## src/rtl/mips_avalon_pkg.sv

```systemverilog
// mips_avalon_pkg: shared Avalon widths, arbiter state type and round-robin pick.
package mips_avalon_pkg;
  localparam int AV_ADDR_W = 32;
  localparam int AV_DATA_W = 32;
  typedef enum logic [1:0] {ARB_IDLE, ARB_GRANT0, ARB_GRANT1} arb_state_t;
  // Returns the master index to grant; on a tie the master that did not go last wins.
  function automatic logic rr_pick(input logic req0, input logic req1, input logic last);
    return (req0 && req1) ? ~last : req1;
  endfunction
endpackage

```

## src/rtl/mips_avalon_arbiter.sv

```systemverilog
// mips_avalon_arbiter: round-robin two-master to one-slave Avalon-MM arbiter, one word per grant.
module mips_avalon_arbiter import mips_avalon_pkg::*; #(
  parameter int ADDR_W = AV_ADDR_W,
  parameter int DATA_W = AV_DATA_W
) (
  input  logic                clk,
  input  logic                reset,
  input  logic [ADDR_W-1:0]   m0_address,
  input  logic [ADDR_W-1:0]   m1_address,
  input  logic [DATA_W/8-1:0] m0_byteenable,
  input  logic [DATA_W/8-1:0] m1_byteenable,
  input  logic                m0_read,
  input  logic                m1_read,
  input  logic                m0_write,
  input  logic                m1_write,
  input  logic [DATA_W-1:0]   m0_writedata,
  input  logic [DATA_W-1:0]   m1_writedata,
  output logic                m0_waitrequest,
  output logic                m1_waitrequest,
  output logic [DATA_W-1:0]   m0_readdata,
  output logic [DATA_W-1:0]   m1_readdata,
  output logic [ADDR_W-1:0]   s_address,
  output logic [DATA_W/8-1:0] s_byteenable,
  output logic                s_read,
  output logic                s_write,
  output logic [DATA_W-1:0]   s_writedata,
  input  logic                s_waitrequest,
  input  logic [DATA_W-1:0]   s_readdata,
  output logic                prot_err
);
  arb_state_t state_q, state_d;
  logic last_q, last_d, prot_q, prot_d;
  logic req0, req1, g0, g1, rd, wr, req, other_req;
  assign req0 = m0_read | m0_write;
  assign req1 = m1_read | m1_write;
  assign g0 = state_q == ARB_GRANT0;
  assign g1 = state_q == ARB_GRANT1;
  assign rd = g1 ? m1_read : m0_read;
  assign wr = g1 ? m1_write : m0_write;
  assign req = rd | wr;
  assign other_req = g1 ? req0 : req1;
  assign m0_readdata = s_readdata;
  assign m1_readdata = s_readdata;
  assign prot_err = prot_q;
  always_comb begin
    state_d = state_q;
    last_d = last_q;
    prot_d = prot_q;
    s_address = '0;
    s_byteenable = '0;
    s_writedata = '0;
    s_read = 1'b0;
    s_write = 1'b0;
    m0_waitrequest = 1'b1;
    m1_waitrequest = 1'b1;
    if (!(g0 || g1)) begin
      if (req0 || req1) state_d = rr_pick(req0, req1, last_q) ? ARB_GRANT1 : ARB_GRANT0;
    end else begin
      s_address = g1 ? m1_address : m0_address;
      s_byteenable = g1 ? m1_byteenable : m0_byteenable;
      s_writedata = g1 ? m1_writedata : m0_writedata;
      if (!req) begin
        state_d = ARB_IDLE;
        prot_d = 1'b1;
      end else if (rd && wr) begin
        prot_d = 1'b1;
      end else begin
        s_read = rd;
        s_write = wr;
        m0_waitrequest = g1 | s_waitrequest;
        m1_waitrequest = g0 | s_waitrequest;
        // Hand over directly to a waiting peer so alternating traffic has no bubble.
        if (!s_waitrequest) begin
          last_d = g1;
          state_d = other_req ? (g1 ? ARB_GRANT0 : ARB_GRANT1) : ARB_IDLE;
        end
      end
    end
  end
  always_ff @(posedge clk or negedge reset) begin
    if (!reset) begin
      state_q <= ARB_IDLE;
      last_q <= 1'b1;
      prot_q <= 1'b0;
    end else begin
      state_q <= state_d;
      last_q <= last_d;
      prot_q <= prot_d;
    end
  end
endmodule

```

## config.mk

```make
export PLATFORM = sky130hd
export DESIGN_NAME = mips_avalon_arbiter
export DESIGN_NICKNAME = d
export VERILOG_FILES = /design/src/rtl/mips_avalon_pkg.sv /design/src/rtl/mips_avalon_arbiter.sv
export SDC_FILE = /design/constraint.sdc
export NUM_CORES = 1
export LEC_CHECK = 0
export ABC_CLOCK_PERIOD_IN_PS = 4500
export CORE_AREA = 2 2 120 122
export DETAILED_ROUTE_END_ITERATION = 8
export DIE_AREA = 0 0 122 124
export SLEW_MARGIN = 20
export SYNTH_ARGS = -nofsm -noshare
export SYNTH_HDL_FRONTEND = slang
export SYNTH_SLANG_ARGS = --single-unit
export TNS_END_PERCENT = 100
```

## constraint.sdc

```tcl
create_clock -name clk -period 4.5 [get_ports clk]
set_input_delay 0.675 -clock clk [delete_from_list [all_inputs] [get_ports clk]]
set_output_delay 0.675 -clock clk [all_outputs]
set_load 0.005 [all_outputs]
```

# Yosys cells after proc, flatten, opt, wreduce, memory -nomap -nowiden
# Cells that the tools add are included.
dict set report op_classes {
  eq_ne 5
  muxes 32
  bitwise 8
  reduce_logical 8
}
# cell n
set ops {}
lappend ops {{2-to-1 mux 32 bit} 4}
lappend ops {{2-to-1 mux 1 bit} 18}
lappend ops {{2-to-1 mux 2 bit} 8}
lappend ops {{2-to-1 mux 4 bit} 2}
lappend ops {{inequality test 3 bit, second input constant} 2}
lappend ops {{OR 1 bit} 5}
lappend ops {{AND reduction 4 bit} 1}
lappend ops {{NOT 1 bit} 3}
lappend ops {{AND reduction 3 bit} 1}
lappend ops {{== test 2 x 1 -> 1 bit, second input constant} 1}
lappend ops {{== test 2 bit, second input constant} 1}
lappend ops {{logical AND 1 bit} 2}
lappend ops {{logical OR 1 bit} 2}
lappend ops {{inequality test 2 x 1 -> 1 bit, second input constant} 1}
lappend ops {{AND reduction 2 bit} 1}
lappend ops {{nonzero test 2 bit} 1}
dict set report word_totals {
  register_bits 4
  input_bits 175
  wordCells 56
}

# Longest topological paths before layout
# Gate-level depths: netlist (run 1).
dict set report logic_depth {
  depth_word 7
  mapped_depth 9
  depth_no_buf 8
}

# Worst setup path before layout (run 1)
# OpenSTA, ideal clock, no wires.
dict set report synth_path {
  path_type {register to output}
  startpoint {reg state_q[0]}
  endpoint {out m1_waitrequest}
  t_arrival_ns 1.922
  required_ns 3.825
  path_slack_ns 1.903
  stages_incl_launch_ff 8
  path_buffers 1
  path_cell_list {dfrtp_1 > inv_1 > ha_1 > buf_2 > mux2_2 > ha_1 > nor4_1 > or2b_1}
}
dict set report synth_between {
  elab_chain_cells 6
  word_cells_on_any_way 11
  cone_classes {eq/ne (2); mux (5); bitwise (2); reduce/logical (2)}
}
# item line_no
set synth_lines {}
lappend synth_lines {{from (decl)} mips_avalon_arbiter.sv:31} ;# arb_state_t state_q, state_d;
lappend synth_lines {{from (signal assigned)} mips_avalon_arbiter.sv:86} ;# state_q <= state_d;
lappend synth_lines {{== test 2 bit *} mips_avalon_arbiter.sv:37} ;# assign g1 = state_q == ARB_GRANT1;
lappend synth_lines {{named net g1} mips_avalon_arbiter.sv:33} ;# logic req0, req1, g0, g1, rd, wr, req, other_req;
lappend synth_lines {{2-to-1 mux 1 bit, on equally long branches} {mips_avalon_arbiter.sv:38, mips_avalon_arbiter.sv:39}}
lappend synth_lines {{logical AND 1 bit} mips_avalon_arbiter.sv:65} ;# end else if (rd && wr) begin
lappend synth_lines {{2-to-1 mux 1 bit} mips_avalon_arbiter.sv:65}
lappend synth_lines {{2-to-1 mux 1 bit} mips_avalon_arbiter.sv:62} ;# if (!req) begin
lappend synth_lines {{2-to-1 mux 1 bit *} mips_avalon_arbiter.sv:56} ;# if (!(g0 || g1)) begin
lappend synth_lines {{to (decl)} mips_avalon_arbiter.sv:19} ;# output logic m1_waitrequest,
# Mark *: on every way through the listed nets, which the timed path passes. The rest lies on a longest branch.

# Final worst setup path (run 1)
dict set report layout_path {
  startpoint {in m0_write}
  endpoint {out m1_waitrequest}
}
dict set report layout_between {
  elab_chain_cells 5
  word_cells_on_any_way 6
  cone_classes {mux (4); bitwise (1); reduce/logical (1)}
}
# item line_no
set layout_lines {}
lappend layout_lines {{from (decl)} mips_avalon_arbiter.sv:14} ;# input logic m0_write,
lappend layout_lines {{2-to-1 mux 1 bit *} mips_avalon_arbiter.sv:39} ;# assign wr = g1 ? m1_write : m0_write;
lappend layout_lines {{logical AND 1 bit} mips_avalon_arbiter.sv:65}
lappend layout_lines {{2-to-1 mux 1 bit} mips_avalon_arbiter.sv:65}
lappend layout_lines {{2-to-1 mux 1 bit *} mips_avalon_arbiter.sv:62}
lappend layout_lines {{2-to-1 mux 1 bit *} mips_avalon_arbiter.sv:56}
# Every way passes the cells marked *; elsewhere a longest branch is shown, timed or not.

==> results of run 1 <==
==> how the worst max path moves through the flow <==
| stage | start | endpoint | cells after the start |
|---|---|---|---|
| floorplan | state_q[0] | m1_waitrequest | 7 |
| global placement | m0_write | m1_waitrequest | 7 |
| detailed placement | m0_write | m1_waitrequest | 7 |
| CTS | m0_write | m1_waitrequest | 7 |
| global route | m0_read | m1_waitrequest | 7 |
| finish | m0_write | m1_waitrequest | 7 |
==> synthesized netlist by cell type (all sizes together) (2+ instances only) <==
master,number,area [um2]
buf,79,571
nor2,70,263
mux2i,69,691
ha,7,87.6
inv,4,15.0
mux2,4,48.8
nor2b,4,25.0
dfrtp,3,75.1
o211ai,2,15.0
or3b,2,17.5
==> cells in the final DEF (no fill, tap or decap), drive strengths merged <==
master / synthesis / routed
nor2: 70 / 70
mux2i: 69 / 69
o221ai: 1 / 1
buf: 79 / 2
dfstp: 1 / 1
o31ai: 1 / 1
nand2b: 1 / 1
or3b: 2 / 2
clkdlybuf4s50: 0 / 215
clkbuf: 1 / 4
ha: 7 / 7
o21bai: 1 / 1
inv: 4 / 4
o211ai: 2 / 2
o41ai: 1 / 1
nor4: 1 / 1
nor2b: 4 / 4
dfrtp: 3 / 3
or2b: 1 / 1
mux2: 4 / 4
==> power breakdown <==
group | total [mW] | internal, mW | switching, mW | leakage, nW
clock | 0.142 | 0.117 | 0.0252 | 0.0382
sequential | 0.0642 | 0.0536 | 0.0107 | 0.0435
combinational | 1.98 | 1.17 | 0.813 | 1.43
total | 2.19 | 1.34 | 0.849 | 1.51
==> kinds of logic after synthesis <==
family | share of synthesized area, %
DFF | 5.34
adders and majority gates | 4.61
buffers and inverters | 31.0
muxes | 39.0
AOI/OAI and AO/OA | 2.90
and+or+nand+nor | 17.1
==> per-layer routing <==
layer	share of wire, %	up-vias	wire (um)
li1	-	1053	-
met1	33	952	2540
met2	54	154	4220
met3	13	4	1010
met4	0.24	0	19
met5	0	-	0
==> worst max-delay path, cell delays in order <==
cell             delay [ns]
clkdlybuf4s50_1        0.56
mux2_2                 0.21
inv_1                  0.07
ha_1                   0.23
nor4_1                 0.51
or2b_1                 0.28
clkdlybuf4s50_1        0.44
==> area by class of cell <==
type	instances	area share, %
clock buffers	4	2.07
inverters	4	0.394
multi-input cells	165	32.0
flip-flops and latches	4	2.66
well taps	180	5.92
repair buffers	217	56.9
==> stage by stage <==
step / instance area [um2] / hold WS [ns] / util [%] / cells
3_3_place_gp: 3730 / 0.507 / 27.2 / 570
2_1_floorplan: 1900 / 0.379 / - / 253
4_1_cts: 3810 / 0.522 / 27.8 / 574
5_1_grt: 3810 / 0.557 / 27.8 / 574
6_report: 3810 / 0.513 / 27.8 / 574
3_5_place_dp: 3730 / 0.505 / 27.2 / 570
==> state kept, by name (all words and copies together), names as in the netlist <==
signal and count:
state_q 2, last_q 1, prot_err 1
==> results by group, run 1 <==
Run status
  – Status: completed

Worst setup path
  – CP endpoint kind: primary output
  – R2R Path End: state_q[0]
  – RR Startpoint: state_q[0]
  – Worst setup SP type: primary input
  – Worst path required time: ~3.8 ns
  – Crit path DAT: 2.98 ns
  – CP Max Fanout: 4
  – R2R cell count: 8
  – Flop2flop setup slack: approximately 2.3 ns
  – Critical path class: in2out

Run
  – Max Cap Viol: 0

Timing
  – Setup TNS: 0 ns
  – Fmax: approximately 270 MHz
  – Tcrit/Tclk final: between 80% and 90%
  – Relative slew slack: a little under half
  – Fin crit period: ~3.7 ns
  – RSZ-0062 raised after global routing: false
  – Final setup viols: 0
  – Slew Limit Fails: 0
  – Final Hold Viols: 0
  – Tightest Pin Transition: between 0.7 and 0.8 ns
  – Worst Setup Slack, final: about 0.85 ns
  – Setup Skew: 0.00363 ns

GRT
  – Number of global-route vias before repair: ~2200
  – Met2 usage: about 18%
  – Initial antenna violation count: 0
  – GR Util met3: 3.39%
  – GRT Overall Usage: 9.03%
  – Global Route met1 Usage: around 9.1%
  – Grt ovf: 0
  – First-pass GRT wire length: about 11000 um
  – Gr busiest metal: met2
  – Pin count of the biggest net entering global routing: 79

Clock network
  – Cts hold-fix bufs: 0
  – CTS Buffer Depth: 2
  – CTS tree: built
  – Root buf cell: clkbuf_16
  – Clock Latency Late Sink: 0.22 ns
  – H-tree levels: 1
  – Post-CTS sizing: 0
  – Clk slew on worst S/H paths: roughly 0.03 ns
  – Clock buffer count from CTS: 3
  – Setup Fix Bufs, Post-CTS: 0
  – Clk sinks: 4

Floorplan
  – Area of the core: around 14000 um2
  – # rows: between 40 and 50
  – Initial core utilization: between 10 and 15%
  – Die area: 15100 um2
  – Die W: 122 um
  – Die Y: around 120 um
  – I/O pin cnt: 312

Yosys
  – YS warnings: 0
  – Asr flop ratio synth: 100%
  – Syn Nets: between 400 and 500
  – Number of synthesized flops with an enable pin: 0
  – Sequential share of the synthesized area: under 10%
  – Synth Register Bits: 4
  – Post-Syn Instances: approximately 250
  – Prevailing post-synth register cell: dfrtp_1
  – Netlist cell types: 22
  – Mean Syn Cell Area: between 7 and 8 um2
  – Cell area after synthesis: 1900 um2

Power and ir drop
  – Total Power: ~2.2 mW
  – Pleak: 1.51 nW
  – VDD IR max: ~310 uV
  – Power density cells: between 500 and 600 nW/um2

Finish
  – Area of the multi-input gates: about 1200 um2
  – # fillers: around 1500
  – Share of cells above drive strength 1: 3.30%
  – Total inserted antenna cells: 0
  – Layout area overhead: 101%
  – Register Area: about 100 um2
  – NumNets Final: 577

Routing
  – DR DRC count: 0
  – Initial drt markers: 23
  – WL final: 7790 um
  – Post-DR wirelength/cell: approximately 14 um
  – Vias per std cell: about 3.8
  – Pre-Repair DR Iteration Count: 3
  – DR vias: about 2200
  – Detail Route Antenna Nets: 0

Placement
  – RD Place Congestion: 0.734
  – PortBufs: around 220
  – Post-detail-place hpwl: 6570 um
  – Pre-CTS setup slack: 0.925 ns

Worst hold path
  – Hold Path Stages: 1
  – HP Class: reg2reg
  – Worst hold endpoint: prot_err
  – Hold Startpoint: prot_err
Power figures use the tool's default switching activity.
==> inputs of run 2 (changes only) <==
--- a/config.mk
+++ b/config.mk
@@ -5,7 +5,7 @@
 export SDC_FILE = /design/constraint.sdc
 export NUM_CORES = 1
 export LEC_CHECK = 0
-export ABC_CLOCK_PERIOD_IN_PS = 4500
+export ABC_CLOCK_PERIOD_IN_PS = 3100
 export CORE_AREA = 2 2 120 122
 export DETAILED_ROUTE_END_ITERATION = 8
 export DIE_AREA = 0 0 122 124
==> constraint.sdc (replaced) <==
create_clock -name clk -period 3.1 [get_ports clk]
set_input_delay 0.465 -clock clk [delete_from_list [all_inputs] [get_ports clk]]
set_output_delay 0.465 -clock clk [all_outputs]
set_load 0.005 [all_outputs]
==> results by group, run 2 (synthesized netlist as in run 1, its figures left out) <==
Run status
  – Status: completed (unchanged)

Finish
  – Max reg flops: 2 (unchanged)
  – Fin area: 3850 um2 (was 3810 um2)
  – Share of cells above drive strength 1: 4.52% (was 3.30%)
  – Commonest non-fill, non-tap cells in the layout: clkdlybuf4s50_1 (214), nor2_1 (70), mux2i_1 (69) (was clkdlybuf4s50_1 (215), nor2_1 (70), mux2i_1 (69))
  – Register Area: 101 um2 (unchanged)
  – Layout area overhead: 103% (was 101%)
  – Area of the multi-input gates: 1230 um2 (was 1220 um2)
  – Most common cell after layout, fill and taps aside: clkdlybuf4s50_1 (unchanged)
  – Largest Register: state_q (unchanged)
  – NumNets Final: 581 (was 577)
  – Utilization after layout: 28.1% (was 27.8%)
  – # fillers: 1454 (was 1482)
  – Total inserted antenna cells: 0 (unchanged)

Timing
  – Tightest Pin Transition: 0.715 ns (was 0.782 ns)
  – Relative slew slack: 52.3% (was 47.9%)
  – Fmax: between 300 and 400 MHz
  – Worst Setup Slack, final: 0.0731 ns (was 0.847 ns)
  – Final Hold Viols: 0 (unchanged)
  – Setup TNS: 0 ns (unchanged)
  – Final setup viols: 0 (unchanged)
  – RSZ-0062 raised after global routing: false (unchanged)
  – Fin crit period: a little over 3 ns
  – Slew Limit Fails: 0 (unchanged)
  – Tcrit/Tclk final: between 90% and 100%
  – Setup Skew: 0.00354 ns (was 0.00363 ns)

GRT
  – GRT Overall Usage: 9.28% (was 9.03%)
  – First-pass GRT wire length: 11300 um (was 11100 um)
  – Pin count of the biggest net entering global routing: 48 (was 79)
  – Grt ovf: 0 (unchanged)
  – Initial antenna violation count: 0 (unchanged)
  – Number of global-route vias before repair: 2192 (was 2167)

Worst setup path
  – R2R cell count: 8 (unchanged)
  – CP Max Fanout: 4 (unchanged)
  – Crit path launch: m1_write (was m0_write)
  – Crit path DAT: 2.56 ns (was 2.98 ns)
  – Critical path class: in2out (unchanged)
  – Worst path required time: 2.63 ns (was 3.83 ns)
  – Setup crit end: m1_waitrequest (unchanged)
  – RR Startpoint: state_q[0] (unchanged)
  – Worst setup SP type: primary input (unchanged)
  – CP endpoint kind: primary output (unchanged)
  – R2R Path End: state_q[0] (unchanged)
  – Flop2flop setup slack: 0.73 ns (was 2.25 ns)

Power and ir drop
  – Combinational Power Share: 90.7% (was 90.6%)
  – Pleak: 1.54 nW (was 1.51 nW)
  – VDD IR max: 418 uV (was 309 uV)
  – Sw Ratio: 39.1% (was 38.7%)
  – Clk pwr share: 6.4% (was 6.5%)
  – Sequential power share: 2.8% (was 2.9%)
  – NetSw: 1.27 mW (was 849 uW)
  – Pint: 1.98 mW (was 1.34 mW)
  – Total Power: 3.25 mW (was 2.19 mW)
  – Power density cells: 844 nW/um2 (was 576 nW/um2)

Clock network
  – CTS Buffer Depth: 2 (unchanged)
  – Clk slew on worst S/H paths: 0.03 ns (about the same)
  – Cts hold-fix bufs: 0 (unchanged)
  – Clk sinks: 4 (unchanged)
  – Clock Latency Late Sink: 0.23 ns (was 0.22 ns)
  – Root buf cell: clkbuf_16 (unchanged)
  – H-tree levels: 1 (unchanged)
  – CTS tree: built (unchanged)
  – Clock buffer count from CTS: 3 (unchanged)

Placement
  – Placed cell areas: 3760 um2 (was 3730 um2)
  – Pre-CTS setup slack: 0.00578 ns (was 0.925 ns)
  – PortBufs: 215 (unchanged)
  – RD Place Congestion: 0.772 (was 0.734)
  – Post-detail-place hpwl: 6780 um (was 6570 um)

Floorplan
  – I/O pin cnt: 312 (unchanged)
  – Area of the core: 13700 um2 (unchanged)
  – Initial core utilization: 13.8% (unchanged)
  – Die W: 122 um (unchanged)
  – # rows: 43 (unchanged)
  – Die area: 15100 um2 (unchanged)
  – Die Y: 124 um (unchanged)

Routing
  – DR DRC count: 0 (unchanged)
  – DR vias: 2192 (was 2163)
  – Pre-Repair DR Iteration Count: 4 (was 3)
  – Initial drt markers: 25 (was 23)
  – WL final: 8070 um (was 7790 um)
  – Post-DR wirelength/cell: 14.0 um (was 13.6 um)
  – Detail Route Antenna Nets: 0 (unchanged)
  – Vias per std cell: 3.79 (was 3.77)

Worst hold path
  – HP Class: in2async (was reg2reg)

Run
  – Max Cap Viol: 0 (unchanged)
==> run 2: changes by cell type in the layout (fill, tap and decap cells not counted), sizes merged <==
cell,before,now
buf,2,6
clkdlybuf4s50,215,214
dlymetal6s2s,0,1
==> run 2: through the flow <==
stage | hold WS (ns) | std cells
4_1_cts | 0.455 | 578
2_1_floorplan | 0.169 | 253
3_3_place_gp | 0.511 | 574
3_5_place_dp | 0.514 | 574
5_1_grt | 0.460 | 578
6_report | 0.451 | 578
==> run 2: what timing repair did <==
item	in CTS	in global routing
buffers inserted	0	0
gates resized for setup	1	2
setup endpoints to repair	2	2
==> run 2: power groups by stage <==
| stage | Combinational [mW] | Clock (mW) | Sequential [mW] |
|---|---|---|---|
| after CTS | 3.00 | 0.211 | 0.0925 |
| final | 2.95 | 0.209 | 0.0926 |
| after global placement | 2.93 | 0 | 0.0913 |
| after global routing | 3.21 | 0.218 | 0.0943 |
| after floorplan | 1.49 | 0 | 0.0863 |
| after detailed placement | 2.97 | 0 | 0.0928 |
==> run 2: critical path, stage by stage <==
cell	delay (ns)
clkdlybuf4s50_1	0.54
mux2_2	0.21
inv_1	0.08
ha_1	0.26
nor4_4	0.31
or2b_1	0.26
clkdlybuf4s50_1	0.44
==> run 2: cell type report <==
| class | instances | area share (%) |
|---|---|---|
| sequential | 4 | 2.63 |
| timing repair buffer | 221 | 57.1 |
| multi-input combinational | 165 | 32.0 |
| tap | 180 | 5.84 |
| inverter | 4 | 0.389 |
| clock buffer | 4 | 2.04 |
==> run 2: how the worst min path moves through the flow <==
stage | from | endpoint | slack, ns
2_1_floorplan | reset | prot_err | 0.17
3_3_place_gp | prot_err | prot_err | 0.51
3_5_place_dp | prot_err | prot_err | 0.51
4_1_cts | reset | state_q[0] | 0.45
5_1_grt | reset | state_q[0] | 0.46
6_report | reset | state_q[0] | 0.45
==> run 2: per-layer routing <==
layer | wire length [um] | up-vias | track usage (%)
li1 | - | 1059 | -
met1 | 2740 | 970 | 9.60
met2 | 4280 | 159 | 18.3
met3 | 1010 | 4 | 3.34
met4 | 28 | 0 | 1.08
met5 | 0 | - | 0
